<file path="src/rtl/uart_result_streamer.sv">
// uart_result_streamer
//   Streams a finished result tile from the result RAM to the UART
//   Transmitter. A frame is the SYNC byte, then every element of the
//   tile in row-major order (each element MSB byte first), then an
//   8-bit XOR checksum over the data bytes.
//
// Ports
//   clk        system clock, rising edge
//   reset      asynchronous, active-low reset
//   start      1-cycle pulse, begin one frame (ignored while busy)
//   abort      1-cycle pulse, abandon the current frame
//   busy       high from accepted start until done/abort
//   done       1-cycle pulse after the checksum byte has been sent
//   mem_rd_en  result RAM read strobe
//   mem_addr   result RAM read address
//   mem_rdata  result RAM data, valid the cycle after mem_rd_en
//   tx_data    byte for the Transmitter, valid while tx_load is high
//   tx_load    1-cycle load pulse to the Transmitter
//   tx_status  Transmitter ready (1 = can take a new byte)
//
// State table
//   IDLE      | waiting for start
//   LOAD_HDR  | tx_load pulse carrying SYNC_BYTE
//   FETCH     | RAM read of element elem_cnt
//   CAPTURE   | latch RAM data into the element shift register
//   LOAD_BYTE | tx_load pulse carrying the current element byte
//   WAIT_BUSY | wait for the Transmitter to drop tx_status
//   WAIT_RDY  | wait for tx_status, then choose what goes next
//   LOAD_CSUM | tx_load pulse carrying the checksum
//   FINISH    | done pulse, return to IDLE

module uart_result_streamer #(
    parameter int          ROWS      = 4,
    parameter int          COLS      = 4,
    parameter int          ELEM_W    = 16,
    parameter int          ADDR_W    = 8,
    parameter int          BASE_ADDR = 0,
    parameter logic [7:0]  SYNC_BYTE = 8'hA5
) (
    input  logic              clk,
    input  logic              reset,
    input  logic              start,
    input  logic              abort,
    output logic              busy,
    output logic              done,
    output logic              mem_rd_en,
    output logic [ADDR_W-1:0] mem_addr,
    input  logic [ELEM_W-1:0] mem_rdata,
    output logic [7:0]        tx_data,
    output logic              tx_load,
    input  logic              tx_status
);

    localparam int N_ELEM = ROWS * COLS;
    localparam int BPE    = ELEM_W / 8;
    localparam int BL_W   = $clog2(BPE + 1);

    localparam logic [ADDR_W-1:0] BASE      = ADDR_W'(BASE_ADDR);
    localparam logic [ADDR_W-1:0] LAST_ELEM = ADDR_W'(N_ELEM - 1);
    localparam logic [BL_W-1:0]   BPE_V     = BL_W'(BPE);

    typedef enum logic [3:0] {
        IDLE,
        LOAD_HDR,
        FETCH,
        CAPTURE,
        LOAD_BYTE,
        WAIT_BUSY,
        WAIT_RDY,
        LOAD_CSUM,
        FINISH
    } state_t;

    state_t state;
    state_t state_nxt;

    logic [ADDR_W-1:0] elem_cnt;
    logic [BL_W-1:0]   bytes_left;
    logic [ELEM_W-1:0] elem_sr;
    logic [7:0]        csum;
    logic              hdr_sent;
    logic              last_fetched;
    logic              csum_sent;
    logic [7:0]        cur_byte;

    assign cur_byte = elem_sr[ELEM_W-1 -: 8];

    // State register
    always_ff @(posedge clk or negedge reset) begin
        if (!reset) begin
            state <= IDLE;
        end else begin
            state <= state_nxt;
        end
    end

    // Next-state logic. Every LOAD_* state is entered only with tx_status
    // high, so the single-cycle load always lands on a ready Transmitter.
    always_comb begin
        state_nxt = state;
        case (state)
            IDLE: begin
                if (start) begin
                    state_nxt = tx_status ? LOAD_HDR : WAIT_RDY;
                end
            end
            LOAD_HDR,
            LOAD_BYTE,
            LOAD_CSUM: begin
                state_nxt = WAIT_BUSY;
            end
            WAIT_BUSY: begin
                if (!tx_status) begin
                    state_nxt = WAIT_RDY;
                end
            end
            WAIT_RDY: begin
                if (tx_status) begin
                    if (!hdr_sent) begin
                        state_nxt = LOAD_HDR;
                    end else if (bytes_left != '0) begin
                        state_nxt = LOAD_BYTE;
                    end else if (!last_fetched) begin
                        state_nxt = FETCH;
                    end else if (!csum_sent) begin
                        state_nxt = LOAD_CSUM;
                    end else begin
                        state_nxt = FINISH;
                    end
                end
            end
            FETCH: begin
                state_nxt = CAPTURE;
            end
            CAPTURE: begin
                // RAM data is only valid for this one cycle, so it is always
                // captured here; a busy Transmitter is waited out in WAIT_RDY.
                state_nxt = tx_status ? LOAD_BYTE : WAIT_RDY;
            end
            FINISH: begin
                state_nxt = IDLE;
            end
            default: begin
                state_nxt = IDLE;
            end
        endcase

        if (abort && (state != IDLE)) begin
            state_nxt = IDLE;
        end
    end

    // Output logic
    always_comb begin
        busy      = 1'b0;
        done      = 1'b0;
        mem_rd_en = 1'b0;
        tx_load   = 1'b0;
        tx_data   = 8'h00;
        mem_addr  = BASE + elem_cnt;
        case (state)
            IDLE: begin
            end
            LOAD_HDR: begin
                busy    = 1'b1;
                tx_load = 1'b1;
                tx_data = SYNC_BYTE;
            end
            LOAD_BYTE: begin
                busy    = 1'b1;
                tx_load = 1'b1;
                tx_data = cur_byte;
            end
            LOAD_CSUM: begin
                busy    = 1'b1;
                tx_load = 1'b1;
                tx_data = csum;
            end
            FETCH: begin
                busy      = 1'b1;
                mem_rd_en = 1'b1;
            end
            FINISH: begin
                done = 1'b1;
            end
            default: begin
                busy = 1'b1;
            end
        endcase
    end

    // Frame datapath: element counter, byte down-counter, shift register,
    // checksum and progress flags.
    always_ff @(posedge clk or negedge reset) begin
        if (!reset) begin
            elem_cnt     <= '0;
            bytes_left   <= '0;
            elem_sr      <= '0;
            csum         <= 8'h00;
            hdr_sent     <= 1'b0;
            last_fetched <= 1'b0;
            csum_sent    <= 1'b0;
        end else begin
            case (state)
                IDLE: begin
                    if (start) begin
                        elem_cnt     <= '0;
                        bytes_left   <= '0;
                        csum         <= 8'h00;
                        hdr_sent     <= 1'b0;
                        last_fetched <= 1'b0;
                        csum_sent    <= 1'b0;
                    end
                end
                LOAD_HDR: begin
                    hdr_sent <= 1'b1;
                end
                FETCH: begin
                    // Saturate on the last element so the address never wraps.
                    if (elem_cnt == LAST_ELEM) begin
                        last_fetched <= 1'b1;
                    end else begin
                        elem_cnt <= elem_cnt + 1'b1;
                    end
                end
                CAPTURE: begin
                    elem_sr    <= mem_rdata;
                    bytes_left <= BPE_V;
                end
                LOAD_BYTE: begin
                    csum       <= csum ^ cur_byte;
                    elem_sr    <= elem_sr << 8;
                    bytes_left <= bytes_left - 1'b1;
                end
                LOAD_CSUM: begin
                    csum_sent <= 1'b1;
                end
                default: begin
                end
            endcase
        end
    end

endmodule

</file>
<file path="config.mk">
export PLATFORM = sky130hd
export DESIGN_NAME = uart_result_streamer
export DESIGN_NICKNAME = d
export VERILOG_FILES = /design/src/rtl/uart_result_streamer.sv
export SDC_FILE = /design/constraint.sdc
export NUM_CORES = 1
export LEC_CHECK = 0
export ABC_AREA = 0
export BUFFER_PORTS_ARGS = -buffer_cell sky130_fd_sc_hd__buf_2
export CORE_UTILIZATION = 55
export DETAILED_ROUTE_END_ITERATION = 8
export PLACE_DENSITY = 0.79
export REMOVE_ABC_BUFFERS = 1
export SLEW_MARGIN = 20
export SYNTH_ARGS = -nofsm -noshare
export SYNTH_HDL_FRONTEND = slang
export SYNTH_SLANG_ARGS = --single-unit
</file>
<file path="constraint.sdc">
create_clock -name clk -period 2.46 [get_ports clk]
set_clock_uncertainty 0.1 [all_clocks]
set_input_delay 0.246 -clock clk [delete_from_list [all_inputs] [get_ports clk]]
set_output_delay 0.246 -clock clk [all_outputs]
set_load 0.005 [all_outputs]
</file>
After elaboration in Yosys (flattened, before gate mapping):

Cells that the tools add are included.

* register bits: 41
* bits in latches: 0
* RAM bits: 0
* ROM bits: 0
* memories: 0

* add/sub/neg operators: 2
* multiply operators: 0
* div/mod/pow operators: 0
* order comparisons: 0
* eq/ne operators: 15
* shift operators: 0
* muxes and demuxes: 28
* bitwise gates (word level): 1
* reductions and logical operators: 19

Operators with widths (count)
* two-way mux 4 bit: 8
* one-hot mux 16 bit (2 select lines): 1
* one-hot mux 8 bit (2 select lines): 2
* one-hot mux 4 bit (6 select lines): 1
* one-hot mux 8 bit (3 select lines): 1
* equality test 4 x 3 -> 1 bit (second input constant): 4
* two-way mux 8 bit: 2
* nonzero test 2 bit: 6
* != test 3 bit (second input constant): 3
* AND reduction 3 bit: 3
* adder 8 x 1 -> 8 bit (second input constant): 1
* equality test 4 x 2 -> 1 bit (second input constant): 2
* equality test 8 x 4 -> 1 bit (second input constant): 1
* AND reduction 2 bit: 4
* XOR 8 bit: 1
* two-way mux 1 bit: 6
* != test 2 bit (second input constant): 3
* one-hot mux 1 bit (2 select lines): 3
* one-hot mux 2 bit (3 select lines): 1
* equality test 4 x 1 -> 1 bit (second input constant): 1
* equality test 4 bit (second input constant): 1
* zero test 4 bit: 1
* two-way mux 2 bit: 2
* nonzero test 4 bit: 1
* 6 further kinds: 6

Longest topological paths before layout:

* depth after elaboration: 7
* mapped depth: 7
* mapped depth without buffers: 6

Worst setup path before layout:

No wires, ideal clock.

* kind: register to register
* start: reg state[3]
* end: reg elem_cnt[7]
* setup time: 66 ps
* arrival: 2015 ps
* data required time: 2294 ps
* slack: 279 ps
* stages on the path, launching flop included: 5
* clock period less this slack: 2181 ps
* cell sequence: dfrtp_1 or4b_4 or4_4 or4_1 nand2_1

* word-level cells in the longest chain between the ends: 3
* elaborated cells on any way between the ends: 7

Ends and longest elaborated chain
* start: declaration: RTL line 74 `state_t state;`
* start signal: assignment: RTL line 93 `state <= state_nxt;`
* equality test 4 x 2 -> 1 bit / zero test 4 bit (equally long branches): RTL line 204 `case (state)`
* != test 2 bit (no source line) / nonzero test 2 bit (equally long branches)
* AND reduction 3 bit (no source line)
* end signal: assignment: RTL line 223 `elem_cnt <= elem_cnt + 1'b1;`
* end: declaration: RTL line 77 `logic [ADDR_W-1:0] elem_cnt;`

Parallel ways exist; a longest one is shown, timed or not.
A chain may end at the register's enable or synchronous reset.

Worst setup path in the final report:

* start: reg state[0]
* end: out tx_data[0]

* word-level cells in the longest chain between the ends: 2
* elaborated cells on any way between the ends: 4

Ends and longest elaborated chain
* equality test 4 x 3 -> 1 bit / equality test 4 x 1 -> 1 bit (equally long branches): RTL line 161 `case (state)`
* one-hot mux 8 bit (3 select lines) *: RTL line 161
* end: declaration: RTL line 49 `output logic [7:0] tx_data,`

Every way passes the cells marked *; elsewhere a longest branch is shown, timed or not.

==> impl_metrics.json <==
{
  "dp_hpwl_um": 3220,
  "startpoint_type": "flip-flop",
  "dp_slack_ps": 295,
  "syn_area_um2": 2150,
  "yosysSeqAreaShare_pct": 47.8,
  "grt.overflow.total": 0,
  "violations": "hold timing",
  "clockBufferDepth": 2,
  "p_comb_share_pct": 42.1,
  "maxCapViolCount": 0,
  "path_class": "reg -> out",
  "fmax_mhz": 457,
  "cp.arrival_ps": 1840,
  "synth.avg_cell_area_um2": 9.06,
  "yosys_warnings": 0,
  "globalplace.congestion": 0.896,
  "via_per_inst": 5.87,
  "drtAntennaViolNets": 0,
  "p_int_mw": 1.66,
  "ys_types": 41,
  "pin_count": 41,
  "yosysTopAreaCellShare_pct": 47.8,
  "netlist_instances": 237,
  "finalSetupViolations": 0,
  "power.switching_mw": 1.01,
  "crit_slowest_cell": "and2_1",
  "row_count": 22,
  "grt_pass1_vias": 1843,
  "worstPathCellList": "buf_4, and2_1, a22o_1, nand2_1, a21oi_1, buf_2",
  "port_buffers": 40,
  "firstDrtPassIters": 4,
  "tns_ps": 0,
  "clkPwrFrac_pct": 21.1,
  "worst_slack_ps": 271,
  "dieWidth_um": 64.5,
  "holdWs_ps": -44.3,
  "leakage_nw": 1.27,
  "core_area_um2": 3720,
  "multiInputGateArea_um2": 1030,
  "path_clk_slew_ps": 80,
  "start_util_pct": 57.8,
  "worstPathRequired_ps": 2110,
  "grt_pass1_wl_um": 8230,
  "grt_setup_unrepaired": "no",
  "cts.repair.resized": 0,
  "cp_top_family": "simple AND/OR/NAND/NOR gates",
  "n_fill_cell": 325,
  "post-route-period-util_pct": 89.0,
  "switching_share_pct": 37.8,
  "synth_top_area_cell": "dfrtp_1",
  "area_growth_pct": 19.4,
  "regArea_um2": 1030,
  "cts.sinks": 41,
  "grt_max_degree": 42,
  "place_area_um2": 2450,
  "wl_per_cell_um": 14.4,
  "finalCriticalPeriod_ps": 2190,
  "report.final.slew_viol_count": 0,
  "drt-initial-drc-count": 141,
  "diodes": 0,
  "dieArea_um2": 4160,
  "post_cts_buffers": 0,
  "clockRootBuffer": "clkbuf_8",
  "crit_buf_inv": 2,
  "cts_hold_buf": 0,
  "drive_above_1_share_pct": 23.0,
  "path_max_fanout": 15,
  "final_nets": 305,
  "routed_wl_um": 4750,
  "status": "complete, but fails checks",
  "powerDensity_nw_per_um2": 1040,
  "cts_tree": "done",
  "synth_seq_cells": 41,
  "routed-via-count": 1943,
  "relSlewSlack_pct": 41.7,
  "fp.dieH_um": 64.5,
  "hold_viol": 41,
  "cts_max_level": 2,
  "critPathMaxStageDelay_ps": 420,
  "ir_drop_v": 0.000547,
  "yosys-top-cells-area": "dfrtp_1, nand2_1, a22o_1",
  "worstSkewPairLatency_ps": 300,
  "drc": 0,
  "post-route-cell-area_um2": 2560,
  "cts_buffers": 5,
  "seqPwrFrac_pct": 36.8,
  "tightest_slew_ps": 875,
  "grt_use_total_pct": 25.5,
  "antenna_found_initial": 0,
  "endpoint_kind": "output port",
  "fin_util_pct": 69.0,
  "hp-class": "in -> async"
}
[cell usage in the layout (no fill, tap or decap), types with 2 or more instances in the layout]
master,n
o21ai_0,7
o211ai_1,3
dfrtp_1,41
a211oi_1,2
xor2_1,10
nand2_1,39
clkbuf_8,6
a211o_1,2
nor3_1,5
a22oi_1,13
a22o_1,12
nor2_1,24
nand2b_1,2
nor2b_1,3
inv_1,12
buf_2,40
or4_1,5
nand3b_1,2
nand3_1,8
a21oi_1,12
buf_4,12
ha_1,2
[cell type report]
type	count	share of cell area, %
multi-input combinational	170	40.0
sequential	41	40.0
tap	48	2.34
timing repair buffer	52	11.3
clock inverter	1	1.17
clock buffer	7	3.37
inverter	12	1.76
[power by group through the flow]
stage               clock (mW)  sequential [mW]  combinational, mW
floorplan                    0             1.02              0.650
global placement             0            0.984               1.10
detailed placement           0            0.990               1.12
CTS                      0.567            0.979               1.13
global route             0.595             1.00               1.26
finish                   0.563            0.981               1.12
[per-stage QoR]
step	power (mW)	cells
final	2.67	331
after global routing	2.86	331
after CTS	2.67	331
after detailed placement	2.11	323
after global placement	2.09	323
after floorplan	1.67	223
[logic make-up (layout without fill, tap and decap cells)]
logic type      Yosys count  count (layout)  share of synthesized area [%]
fa+ha+maj                 2               2                           1.16
xor+xnor                 11              11                           4.48
flops                    41              41                           47.8
simple gates             97              97                           22.0
compound gates           60              60                           19.9
buf+inv                  26              72                           4.72
[flip-flops by register name, indices dropped and copies added (netlist names)]
register,cells
elem_sr,16
csum,8
elem_cnt,8
state,4
bytes_left,2
csum_sent,1
hdr_sent,1
last_fetched,1
[Yosys cell counts, drive strengths merged]
cell type and count:
ha 2, inv 12, o2bb2ai 1, a211oi 2
a31o 1, a22o 12, o211ai 3, nand3b 2
buf 4, a311oi 1, nor3 5, o31ai 1
xor2 10, a22oi 13, a221oi 1, nand3 8
nand2 39, and2 1, clkbuf 10, and4 1
o2111ai 1, nand2b 2, or4b 1, or3 1
a311o 1, nor2 24, or4 6, or3b 1
and3 1, a21oi 12, a211o 2, nor4bb 1
o31a 1, dfrtp 41, nor4b 1, xnor2 1
o21ai 8, nor2b 3
[per-layer routing]
layer | vias up | global-route usage (%) | routed length (um)
li1 | 930 | - | -
met1 | 951 | 32.9 | 2130
met2 | 55 | 42.4 | 2310
met3 | 7 | 5.81 | 254
met4 | 0 | 8.33 | 54
met5 | - | 0 | 0
[worst reg2reg max path, stage by stage (launching register included)]
cell and delay [ps]:
dfrtp_1 380, or4b_4 570, or4_4 510, or4_1 480, nand2_1 80
[worst paths after layout]
path	from	to	slack [ps]	cells past startpoint
hold / removal	reset	elem_cnt[6]	-40	1
setup reg to reg	state[3]	elem_cnt[7]	290	4
hold reg to reg	elem_sr[5]	elem_sr[5]	400	1
max in group asynchronous	reset	elem_sr[9]	1750	1
min in group clk	mem_rdata[15]	elem_sr[15]	60	3
setup / recovery	state[0]	tx_data[0]	270	6
Power figures use the tool's default switching activity.
